===== src/rtl/led_strip_streamer.sv =====
// rtl/led_strip_streamer.sv - WS2812-class LED frame streamer (pixel memory to one-wire NRZ)
//
// Fetches NUM_PIXELS words of CHANNELS x CH_W bits from a 1-cycle-latency pixel
// memory and serialises them MSB first as NRZ pulses, back to back, followed by
// a RESET_CYC low latch gap.
//
// Optional feature macro: LED_BRIGHTNESS_EN (adds the brightness port and
// per-channel scaling of every loaded pixel word).
//
// Ports:
//   clk          system clock
//   rst_n        asynchronous reset, active low
//   frame_start  1-cycle request to send one frame (ignored while busy)
//   continuous   restart automatically after each latch gap
//   pix_addr     pixel read address
//   pix_data     pixel word, valid 1 clk after pix_addr, channel 0 in MSBs
//   busy         high from accepted start until the latch gap ends
//   frame_done   1-cycle pulse on the last latch-gap cycle
//   dout         serial LED data
//   dout_n       inverted serial data for the level-shifter pin
//   brightness   global scale, sampled at frame start (LED_BRIGHTNESS_EN only)

module led_strip_streamer #(
    parameter int NUM_PIXELS = 64,
    parameter int CHANNELS   = 3,
    parameter int CH_W       = 8,
    parameter int ADDR_W     = (NUM_PIXELS > 1) ? $clog2(NUM_PIXELS) : 1,
    parameter int BIT_CYC    = 15,
    parameter int T0H_CYC    = 4,
    parameter int T1H_CYC    = 10,
    parameter int RESET_CYC  = 3600
) (
    input  logic                     clk,
    input  logic                     rst_n,
    input  logic                     frame_start,
    input  logic                     continuous,
    output logic [ADDR_W-1:0]        pix_addr,
    input  logic [CHANNELS*CH_W-1:0] pix_data,
    output logic                     busy,
    output logic                     frame_done,
    output logic                     dout,
    output logic                     dout_n
`ifdef LED_BRIGHTNESS_EN
    ,
    input  logic [7:0]               brightness
`endif
);

    localparam int PIX_BITS  = CHANNELS * CH_W;
    localparam int BIT_CNT_W = (BIT_CYC > 1) ? $clog2(BIT_CYC) : 1;
    localparam int IDX_W     = (PIX_BITS > 1) ? $clog2(PIX_BITS) : 1;
    localparam int LAT_W     = (RESET_CYC > 1) ? $clog2(RESET_CYC) : 1;

    localparam logic [BIT_CNT_W-1:0] BIT_LAST = BIT_CNT_W'(BIT_CYC - 1);
    localparam logic [BIT_CNT_W-1:0] T0H_C    = BIT_CNT_W'(T0H_CYC);
    localparam logic [BIT_CNT_W-1:0] T1H_C    = BIT_CNT_W'(T1H_CYC);
    localparam logic [IDX_W-1:0]     IDX_LAST = IDX_W'(PIX_BITS - 1);
    localparam logic [ADDR_W-1:0]    PIX_LAST = ADDR_W'(NUM_PIXELS - 1);
    localparam logic [LAT_W-1:0]     LAT_LAST = LAT_W'(RESET_CYC - 1);

    if (!(T0H_CYC > 0 && T0H_CYC < T1H_CYC && T1H_CYC < BIT_CYC &&
          NUM_PIXELS >= 1 && RESET_CYC >= 1)) begin : g_param_check
        $error("led_strip_streamer: illegal bit timing or pixel count parameters");
    end

    typedef enum logic [2:0] {
        IDLE,
        FETCH,
        PRIME,
        SEND,
        LATCH
    } state_t;

    state_t                 state_q,    state_d;
    logic [BIT_CNT_W-1:0]   bit_cnt_q,  bit_cnt_d;
    logic [IDX_W-1:0]       bit_idx_q,  bit_idx_d;
    logic [LAT_W-1:0]       lat_cnt_q,  lat_cnt_d;
    logic [ADDR_W-1:0]      pix_idx_q,  pix_idx_d;   // pixel currently on the wire
    logic [ADDR_W-1:0]      pix_addr_q, pix_addr_d;  // runs one pixel ahead during the last bit
    logic [PIX_BITS-1:0]    shift_q,    shift_d;
    logic [PIX_BITS-1:0]    hold_q,     hold_d;      // prefetched word waiting for the boundary
    logic [PIX_BITS-1:0]    load_src;
    logic [PIX_BITS-1:0]    load_word;

`ifdef LED_BRIGHTNESS_EN
    logic [7:0]             bright_q,   bright_d;

    // (v * (b + 1)) >> 8 per channel; b = 255 is an exact pass-through.
    function automatic logic [PIX_BITS-1:0] scale_word(input logic [PIX_BITS-1:0] w,
                                                       input logic [7:0]          b);
        logic [PIX_BITS-1:0] r;
        logic [CH_W+8:0]     p;
        r = '0;
        for (int c = 0; c < CHANNELS; c++) begin
            p = {9'd0, w[c*CH_W +: CH_W]} * ({{(CH_W+1){1'b0}}, b} + (CH_W+9)'(1));
            r[c*CH_W +: CH_W] = CH_W'(p >> 8);
        end
        return r;
    endfunction
`endif

    // One loader serves both the first pixel (straight from memory in PRIME)
    // and every later pixel (from the prefetch holding register).
    always_comb begin
        load_src = (state_q == PRIME) ? pix_data : hold_q;
`ifdef LED_BRIGHTNESS_EN
        load_word = scale_word(load_src, bright_q);
`else
        load_word = load_src;
`endif
    end

    always_comb begin
        state_d    = state_q;
        bit_cnt_d  = bit_cnt_q;
        bit_idx_d  = bit_idx_q;
        lat_cnt_d  = lat_cnt_q;
        pix_idx_d  = pix_idx_q;
        pix_addr_d = pix_addr_q;
        shift_d    = shift_q;
        hold_d     = hold_q;
        frame_done = 1'b0;
`ifdef LED_BRIGHTNESS_EN
        bright_d   = bright_q;
`endif

        case (state_q)
            IDLE: begin
                pix_addr_d = '0;
                pix_idx_d  = '0;
                if (frame_start) begin
                    state_d = FETCH;
`ifdef LED_BRIGHTNESS_EN
                    bright_d = brightness;
`endif
                end
            end

            FETCH: state_d = PRIME;

            PRIME: begin
                shift_d   = load_word;
                bit_cnt_d = '0;
                bit_idx_d = '0;
                state_d   = SEND;
            end

            SEND: begin
                if (bit_cnt_q == BIT_LAST) begin
                    bit_cnt_d = '0;
                    if (bit_idx_q == IDX_LAST) begin
                        bit_idx_d = '0;
                        if (pix_idx_q == PIX_LAST) begin
                            lat_cnt_d = '0;
                            state_d   = LATCH;
                        end else begin
                            pix_idx_d = pix_idx_q + ADDR_W'(1);
                            shift_d   = load_word;
                        end
                    end else begin
                        bit_idx_d = bit_idx_q + IDX_W'(1);
                        shift_d   = shift_q << 1;
                    end
                end else begin
                    bit_cnt_d = bit_cnt_q + BIT_CNT_W'(1);
                end
                // Memory answers the advanced address one cycle later; latch it
                // on the second cycle of the last bit so the boundary is gapless.
                if (bit_idx_q == IDX_LAST && bit_cnt_q == BIT_CNT_W'(1) &&
                    pix_idx_q != PIX_LAST) begin
                    hold_d = pix_data;
                end
            end

            LATCH: begin
                if (lat_cnt_q == LAT_LAST) begin
                    frame_done = 1'b1;
                    pix_addr_d = '0;
                    pix_idx_d  = '0;
                    if (continuous) begin
                        state_d = FETCH;
`ifdef LED_BRIGHTNESS_EN
                        bright_d = brightness;
`endif
                    end else begin
                        state_d = IDLE;
                    end
                end else begin
                    lat_cnt_d = lat_cnt_q + LAT_W'(1);
                end
            end

            default: state_d = IDLE;
        endcase

        // Present the next pixel's address on the first cycle of the current
        // pixel's last bit; also covers one-bit pixels entered from PRIME.
        if (state_d == SEND && bit_cnt_d == '0 && bit_idx_d == IDX_LAST &&
            pix_idx_d != PIX_LAST) begin
            pix_addr_d = pix_idx_d + ADDR_W'(1);
        end
    end

    always_ff @(posedge clk or negedge rst_n) begin
        if (!rst_n) begin
            state_q    <= IDLE;
            bit_cnt_q  <= '0;
            bit_idx_q  <= '0;
            lat_cnt_q  <= '0;
            pix_idx_q  <= '0;
            pix_addr_q <= '0;
            shift_q    <= '0;
            hold_q     <= '0;
`ifdef LED_BRIGHTNESS_EN
            bright_q   <= 8'hFF;
`endif
        end else begin
            state_q    <= state_d;
            bit_cnt_q  <= bit_cnt_d;
            bit_idx_q  <= bit_idx_d;
            lat_cnt_q  <= lat_cnt_d;
            pix_idx_q  <= pix_idx_d;
            pix_addr_q <= pix_addr_d;
            shift_q    <= shift_d;
            hold_q     <= hold_d;
`ifdef LED_BRIGHTNESS_EN
            bright_q   <= bright_d;
`endif
        end
    end

    // The pulse is decoded straight from registered state, so it is zero
    // everywhere outside SEND, including the whole latch gap.
    always_comb begin
        busy     = (state_q != IDLE);
        pix_addr = pix_addr_q;
        dout     = (state_q == SEND) &&
                   (bit_cnt_q < (shift_q[PIX_BITS-1] ? T1H_C : T0H_C));
        dout_n   = ~dout;
    end

endmodule


===== config.mk =====
export PLATFORM = sky130hd
export DESIGN_NAME = led_strip_streamer
export DESIGN_NICKNAME = d
export VERILOG_FILES = /design/src/rtl/led_strip_streamer.sv
export SDC_FILE = /design/constraint.sdc
export NUM_CORES = 1
export LEC_CHECK = 0
export CAP_MARGIN = 20
export CORE_UTILIZATION = 45
export CTS_CLUSTER_DIAMETER = 120
export DETAILED_ROUTE_END_ITERATION = 10
export HOLD_SLACK_MARGIN = 0.15
export PLACE_DENSITY = 0.67
export SLEW_MARGIN = 30
export SYNTH_ARGS = -nofsm -noshare
export SYNTH_HDL_FRONTEND = slang
export SYNTH_SLANG_ARGS = --single-unit

===== constraint.sdc =====
create_clock -name clk -period 3.25 [get_ports clk]
set_clock_uncertainty 0.1 [all_clocks]
set_input_delay 0.8125 -clock clk [delete_from_list [all_inputs] [get_ports clk]]
set_output_delay 0.8125 -clock clk [all_outputs]
set_load 0.1 [all_outputs]

==> results_dict.tcl <==
set metrics [dict create \
    floorplan.io_pins 38 \
    remaining_drc_errors 0 \
    yosys.area.top_type "dfrtp_1" \
    cts_buffers 9 \
    largest_net_degree_at_the_start_of_global_routing 56 \
    hold_viol_final 0 \
    syn-cell-area_mm2 0.00441 \
    insertion_delay_ns 0.35 \
    layout_commonest_cell "dfrtp_1" \
    timing_worst_setup_path_type "reg -> out" \
    drt_first_pass_iters 5 \
    cts_htree_levels 3 \
    timing.fmax_mhz 325 \
    ir_worst_vdd_mv 0.915 \
    hold_buffers 0 \
    clkSlewWorstSetupHoldPaths_ns 0.09 \
    clockBufferDepth 2 \
    wire_per_inst_um 14.9 \
    synth_flop_cell "dfrtp_1" \
    cts-root-buf "clkbuf_8" \
    grt_overflow_total 0 \
    number_of_inserted_diodes 0 \
    end_kind "primary output" \
    placedCellCount 617 \
    std_cell_rows 35 \
    initialDrtViolationCount 173 \
    area_delta_synth_final_pct 17.2 \
    power.density_cell_area_mw_per_mm2 608 \
    postSynthCellCount 468 \
    p_leak_nw 2.19 \
    final.min_clock_period_ns 3.07 \
    route.detailed.vias_per_inst 5.52 \
    i_o_buffers 37 \
    design.die.area_mm2 0.0102 \
    critPathArrivalTime_ns 2.16 \
    gp_routability_congestion 0.926 \
    final_layout_size_suffix_gt1_share_pct 15.4 \
    sink_count_of_the_clock_tree 84 \
    chip_width_um 101 \
    dpl_cell_area_mm2 0.00496 \
    finalSetupViolations 0 \
    synth-edff-count 0 \
    outcome "completed" \
    synth_top_cell_area_share_pct 47.6 \
    grt_antenna_before_repair 0 \
    tritoncts "yes" \
    setup-tns-final_ns 0 \
    fin_area_mm2 0.00517 \
    min-delay-path-class "reg -> reg" \
    place.detailed.hpwl_mm 6.37 \
    grt.total_usage_pct 20.2 \
    grt_setup_unrepaired "no" \
    core_region_area_mm2 0.00937 \
    finish.cell_count_without_fillers 634 \
    max_cap_viol_count 0 \
    first_global_vias 3304 \
    timing.final.max_slew_violations 0 \
    number_of_gates_resized_after_cts 0 \
    worst-slew-pin-transition_ns 0.731 \
    leading_post_synthesis_cells_by_cell_area "dfrtp_1, o21ai_0, nand2_1" \
    grt_pass1_wl_mm 16.2 \
    synth.yosys.seq_area_share_pct 47.6 \
    antenna_violating_nets_post_route 0 \
    cp_max_fo 8 \
    layout_worst_path_cycle_share_pct 94.6 \
    worst_ep_required_time_ns 2.34 \
    die_y_um 101 \
    detailroute.via_count 3500 \
    async_flop_share_pct 100 \
    yosysWarnings 0 \
    power_mw 3.15 \
    fin_nets 534 \
    synthesis.area_per_instance_um2 9.43 \
    holdWs_ns 0.387 \
    slew_headroom_pct 51.2 \
    start_kind "register" \
    initial_utilization_pct 47.1 \
    final_cell_mix "dfrtp_1, nand2_1, o21ai_0" \
    syn_nets 502 \
    totalWireLength_mm 9.44 \
    flip_flop_and_latch_count_after_synthesis 84 \
    synth_cell_types 60 \
]
-- layer usage --
layer	vias up	wire length (um)	share of wire [%]	track usage [%]
met1	1682	4660	49	29.2
met3	5	275	2.9	2.98
li1	1743	-	-	-
met4	0	89	0.94	6.24
met5	-	0	0	0
met2	70	4410	47	31.3
-- cell usage after synthesis, types with 6 or more instances --
library cell / count
xnor2_1: 8
ha_1: 6
nor3_1: 6
a21oi_1: 53
nand2_1: 74
clkbuf_1: 21
inv_1: 14
mux2_2: 24
a31oi_1: 6
dfrtp_1: 84
nand3_1: 7
o21ai_0: 57
mux2i_1: 9
nor2_1: 19
-- critical path, stage by stage (launching register included) --
cell and delay (ns):
dfrtp_1 0.48, ha_1 0.32, o21ai_0 0.06, a21boi_0 0.12, or3_2 0.52, clkinvlp_4 0.12
buf_12 0.17
-- cell families (layout without fill, tap and decap cells) --
kind of cell | after synthesis | in the layout | synth area share [%]
XOR/XNOR | 11 | 11 | 2.18
adder cells (fa/ha/maj) | 6 | 6 | 1.70
buffers and inverters | 41 | 78 | 3.74
AND/OR/NAND/NOR | 148 | 148 | 17.1
multiplexers | 34 | 34 | 8.50
flip-flops | 84 | 84 | 47.6
AO/OA/AOI/OAI | 144 | 144 | 19.2
-- sequential cells by signal, summed over array words and instances, names as in the netlist --
register,count
lat_cnt_q,12
hold_q,24
bit_idx_q,5
pix_idx_q,6
bit_cnt_q,4
pix_addr,6
shift_q,24
state_q,3
-- per-stage QoR --
stage	setup slack, ns	utilization, %
2_1_floorplan	0.193	-
3_3_place_gp	0.255	52.9
3_5_place_dp	0.110	52.9
4_1_cts	0.0654	55.1
5_1_grt	0.0431	55.2
6_report	0.175	55.2
-- area by class of cell --
cell class	instances	area (um^2)
Multi-Input combinational cell	343	2160
Tap cell	129	161
Inverter	14	56.3
Sequential cell	84	2100
Clock inverter	6	71.3
Fill cell	873	4200
Clock buffer	10	138
Timing Repair Buffer	48	488
-- path summary, 6_finish.rpt --
check / cells after the start / to / slack, ns / start
worst max-delay path: 6 / dout / 0.18 / bit_cnt_q[2]
min in group asynchronous: 1 / lat_cnt_q[2] / 0.42 / rst_n
max in group asynchronous: 2 / bit_idx_q[4] / 2.00 / rst_n
worst max register to register: 12 / pix_addr[1] / 0.22 / bit_idx_q[0]
worst min register to register: 2 / shift_q[10] / 0.39 / shift_q[10]
worst min-delay path: 2 / shift_q[10] / 0.39 / shift_q[10]
-- power by group --
group | switching, mW | leakage (nW) | internal (mW)
registers | 0.168 | 1.04 | 1.26
logic | 0.567 | 1.05 | 0.379
clock network | 0.395 | 0.0991 | 0.381
-- timing repair --
| item | CTS | global route |
|---|---|---|
| endpoints found under the setup margin | 0 | 6 |
| hold endpoints to repair | 0 | 0 |
| buffers inserted | 0 | 1 |
(Power assumes the default switching activity.)
